## config.mk

```make
export PLATFORM = sky130hd
export DESIGN_NAME = adder_arbiter
export DESIGN_NICKNAME = d
export VERILOG_FILES = /design/src/rtl/adder_arbiter.sv
export SDC_FILE = /design/constraint.sdc
export NUM_CORES = 1
export LEC_CHECK = 0
export CAP_MARGIN = 10
export CORE_UTILIZATION = 35
export CTS_CLUSTER_DIAMETER = 50
export DETAILED_ROUTE_END_ITERATION = 16
export PLACE_DENSITY_LB_ADDON = 0.25
export SYNTH_ARGS = -nofsm -noshare
export SYNTH_HDL_FRONTEND = slang
export SYNTH_SLANG_ARGS = --single-unit
export TNS_END_PERCENT = 5
```

## constraint.sdc

```tcl
create_clock -name clk -period 6.9 [get_ports clk]
set_input_delay 1.38 -clock clk [delete_from_list [all_inputs] [get_ports clk]]
set_output_delay 1.38 -clock clk [all_outputs]
set_load 0.01 [all_outputs]
```

## src/rtl/adder_arbiter.sv

```systemverilog
// ----------------------------------------------------------------------------
// adder_arbiter
//   Shares one signed_adder between two requesters with round-robin
//   arbitration and valid/ready handshakes. The granted operands go through
//   the adder and the result/overflow are registered. They are then held on
//   a single response port until the consumer accepts them. A saturating
//   counter tracks accepted responses that carried an overflow.
//
// Ports
//   clk          : single clock, all state updates on the rising edge
//   rst_n        : synchronous reset, active-low
//   req0_valid   : requester 0 has operands
//   req0_ready   : requester 0 operands accepted this cycle (combinational)
//   req0_a/b     : requester 0 operands, SIZE bits
//   req1_valid   : requester 1 has operands
//   req1_ready   : requester 1 operands accepted this cycle (combinational)
//   req1_a/b     : requester 1 operands, SIZE bits
//   rsp_valid    : response held valid
//   rsp_ready    : consumer accepts the response
//   rsp_id       : requester that owns the response
//   rsp_result   : registered adder result, SIZE+1 bits
//   rsp_overflow : registered adder overflow
//   ovf_count    : saturating count of accepted responses with overflow set
//
// signed_adder (same file)
//   Unsigned-extended sum with the carry in bit SIZE. Overflow is the
//   carry-out OR the two's-complement signed overflow.
// ----------------------------------------------------------------------------

module signed_adder #(
    parameter int unsigned SIZE = 8
) (
    input  logic [SIZE-1:0] a,
    input  logic [SIZE-1:0] b,
    output logic [SIZE:0]   result,
    output logic            overflow
);

    logic [SIZE:0] sum_s;

    // Zero-extended add; carry lands in bit SIZE.
    always_comb begin
        sum_s    = {1'b0, a} + {1'b0, b};
        result   = sum_s;
        overflow = sum_s[SIZE]
                 | ((a[SIZE-1] == b[SIZE-1]) & (sum_s[SIZE-1] != a[SIZE-1]));
    end

endmodule

module adder_arbiter #(
    parameter int unsigned SIZE  = 8,
    parameter int unsigned OVF_W = 8
) (
    input  logic              clk,
    input  logic              rst_n,
    input  logic              req0_valid,
    output logic              req0_ready,
    input  logic [SIZE-1:0]   req0_a,
    input  logic [SIZE-1:0]   req0_b,
    input  logic              req1_valid,
    output logic              req1_ready,
    input  logic [SIZE-1:0]   req1_a,
    input  logic [SIZE-1:0]   req1_b,
    output logic              rsp_valid,
    input  logic              rsp_ready,
    output logic              rsp_id,
    output logic [SIZE:0]     rsp_result,
    output logic              rsp_overflow,
    output logic [OVF_W-1:0]  ovf_count
);

    typedef enum logic [0:0] {
        IDLE = 1'b0,
        RESP = 1'b1
    } state_t;

    localparam logic [OVF_W-1:0] OVF_MAX = {OVF_W{1'b1}};

    state_t            state_r;
    logic              last_grant_r;
    logic              can_issue_s;
    logic              grant_s;
    logic              issue_s;
    logic              rsp_done_s;
    logic [SIZE-1:0]   op_a_s;
    logic [SIZE-1:0]   op_b_s;
    logic [SIZE:0]     sum_s;
    logic              sum_ovf_s;

    // Arbitration, handshake readies and operand mux into the shared adder.
    always_comb begin
        can_issue_s = (state_r == IDLE) | ((state_r == RESP) & rsp_ready);
        rsp_done_s  = (state_r == RESP) & rsp_ready;

        if (req0_valid & req1_valid) begin
            // Tie goes to whoever was not granted last.
            grant_s = ~last_grant_r;
        end else if (req1_valid) begin
            grant_s = 1'b1;
        end else begin
            grant_s = 1'b0;
        end

        // Gated by rst_n so no handshake can complete while reset is held.
        req0_ready = rst_n & can_issue_s & ~grant_s & req0_valid;
        req1_ready = rst_n & can_issue_s &  grant_s & req1_valid;
        issue_s    = req0_ready | req1_ready;

        if (grant_s) begin
            op_a_s = req1_a;
            op_b_s = req1_b;
        end else begin
            op_a_s = req0_a;
            op_b_s = req0_b;
        end
    end

    signed_adder #(
        .SIZE (SIZE)
    ) u_adder (
        .a        (op_a_s),
        .b        (op_b_s),
        .result   (sum_s),
        .overflow (sum_ovf_s)
    );

    // Response FSM, registered response fields and overflow counter.
    always_ff @(posedge clk) begin
        if (!rst_n) begin
            state_r      <= IDLE;
            last_grant_r <= 1'b1;
            rsp_valid    <= 1'b0;
            rsp_id       <= 1'b0;
            rsp_result   <= '0;
            rsp_overflow <= 1'b0;
            ovf_count    <= '0;
        end else begin
            if (issue_s) begin
                // New grant: capture, even if the previous response is leaving this cycle.
                state_r      <= RESP;
                rsp_valid    <= 1'b1;
                rsp_id       <= grant_s;
                last_grant_r <= grant_s;
                rsp_result   <= sum_s;
                rsp_overflow <= sum_ovf_s;
            end else if (rsp_done_s) begin
                state_r   <= IDLE;
                rsp_valid <= 1'b0;
            end else begin
                state_r   <= state_r;
                rsp_valid <= rsp_valid;
            end

            if (rsp_done_s && rsp_overflow && (ovf_count != OVF_MAX)) begin
                ovf_count <= ovf_count + OVF_W'(1);
            end else begin
                ovf_count <= ovf_count;
            end
        end
    end

endmodule

```

==> reports/summary.txt <==
Final min period: 4.49 ns
DP Worst Slack: 2.40 ns
First-pass GRT wire length: 5120 um
Overall Global Routing Usage: 0.154
Fmax: 223 MHz
DRT Pass-1 Iters: 4
Post-layout instance area: 2060 um2
RePlAce Congestion: 0.730
Hold path depth: 2
Fin. Hold Viols: 0
Worst r2r dst: rsp_result[6]
Clock buffer depth: 2
Grt ovf: 0
Setup violation total in the final timing report: 0
Die ar.: 4220 um2
Area delta synth->final: 48.4%
Cell Pwr Density: 167 nW/um2
Async set-or-reset flop fraction in the synthesized netlist: 0
Layout cells sized above 1: 0.121
ANT nets after route: 0
Per-cell routed wire length: 12.1 um
Via count: 1277
Most common cell in the synthesized netlist: dfxtp_1
Initial core utilization: 0.371
Maxcap violations: 0
Inst Count DP: 251
DRT iter0 DRCs: 57
Area leader, netlist: dfxtp_1
CTS buffer count: 3
# diodes: 0
Hold_buf cts: 0
VDD IR max: 71.2 uV
CTS tree: built
Status: complete, no violations
Dpl hpwl: 2460 um
# DRC: 0
CP startpoint kind: input port
Die extent in y: 65.0 um
Worst-path clk slew: 0.07 ns
Hold Crit Endpoint: rsp_result[1]
Post-Syn Area: 1390 um2
Measured slew at the worst slew-check pin: 0.672 ns
Max-slew headroom: 0.550
Critical Path AT: 3.11 ns
DR vias/cell: 5.01
H-tree levels: 1
Placed cell area: 2010 um2
Worst Hold Class: flip-flop to flip-flop
Ys Warns: 0
Number of placed I/O pins: 59
Routed wl met3: 147 um
Clk root buf: clkbuf_8
Yosys cell types: 36
Core ar.: 3740 um2
Pin count of the biggest net entering global routing: 26
Final period util: 0.651
Multi-input logic area: 930 um2
Most frequent cells after synthesis: dfxtp_1, mux2_2, nand2_1
Initial antenna violation count: 0
Final Util: 0.550
Row cnt: 22
CP Class: input port to primary output
Register bit count reported by yosys: 21
Worst min-delay path startpoint: rsp_result[1]
Fin Hold WS: 0.484 ns
R2r setup slk: 4.12 ns
Number of I/O port buffers: 58
Lkg Pwr: 0.815 nW
TNS Setup: 0 ns
Die X: 65.0 um
CTS sink cnt: 21
Avg Cell Area, Syn: 9.31 um2
EDFF count, synth: 0
Filler cell count: 377
DR top layer: met4
Final Non-Filler Cells: 255
CP max FO: 19
Total power: 0.344 mW
Req. time, crit path: 5.52 ns
Syn_nets: 196
Post-CTS setup buffer count: 0
Sequential share of the synthesized area: 0.303
Post-CTS Resized: 0
Post-synth top area share: 0.303
Metal2 WL: 1530 um
Clk Latency, worst-skew pair: 0.26 ns
Final Max Slew Viols: 0
Area contributors post-synth: dfxtp_1, mux2_2, ha_1
WL final: 3090 um
Vias in the first global route: 1230
Ys flop type: dfxtp_1
R2r startpoint: last_grant_r
FF+latch area: 420 um2
R2R depth: 10
NumNets Final: 255
Clock skew: 0.00558 ns
Synthesized instance count: 149
Worst setup margin: 2.41 ns
Met1 Wirelength: 1370 um
RSZ-0062 raised after global routing: false
Setup crit end kind: primary output
worst max path at each step:
| stage | from | endpoint | slack (ns) | cells past startpoint |
|---|---|---|---|---|
| 2_1_floorplan | req1_valid | rsp_overflow | 3.00 | 10 |
| 3_3_place_gp | rst_n | req1_ready | 2.46 | 3 |
| 3_5_place_dp | req1_valid | req1_ready | 2.40 | 5 |
| 4_1_cts | req1_valid | req1_ready | 2.40 | 5 |
| 5_1_grt | rst_n | req0_ready | 2.29 | 4 |
| 6_report | req1_valid | req1_ready | 2.41 | 5 |
area by class of cell:
class | instances | area share
sequential | 21 | 0.204
inverter | 2 | 0.00365
multi-input combinational | 120 | 0.451
tap | 48 | 0.0292
timing repair buffer | 60 | 0.289
clock inverter | 1 | 0.00243
clock buffer | 3 | 0.0200
per-layer routing:
layer | GRT usage | vias to the layer above
met5 | 0 | -
met4 | 0.0583 | 0
met3 | 0.0194 | 4
met2 | 0.279 | 38
met1 | 0.183 | 578
li1 | - | 657
flip-flops by register name, indices dropped and copies added, names as in the netlist:
signal	flops
rsp_id	1
last_grant_r	1
state_r	1
rsp_overflow	1
ovf_count	8
rsp_result	9
critical path, cell delays in order:
cell             delay [ns]
clkdlybuf4s50_1        0.53
a21boi_1               0.20
buf_4                  0.27
and3_1                 0.19
clkdlybuf4s50_1        0.53
cell usage in the layout (no fill, tap or decap), types with 3 or more instances in the layout:
cell type / n
nor2_1: 5
a21o_1: 3
a21boi_0: 4
dfxtp_1: 21
ha_1: 9
o211ai_1: 3
nand3_1: 9
clkdlybuf4s50_1: 58
mux2_2: 16
and2_1: 9
nand2_1: 13
xnor2_1: 9
xor2_1: 3
clkbuf_8: 3
a21oi_1: 4
o21ai_0: 8
cell families after synthesis:
family / share of synthesized area
compound gates: 0.163
xor+xnor: 0.0758
simple gates: 0.188
mux: 0.148
buf+inv: 0.0271
flops: 0.303
fa+ha+maj: 0.0956
power breakdown:
part | switching, mW | total [mW] | internal [mW]
logic | 0.0534 | 0.127 | 0.0734
clock network | 0.0389 | 0.0791 | 0.0402
registers | 0.00621 | 0.138 | 0.131
Note: power is estimated with default switching activity, not from simulation.
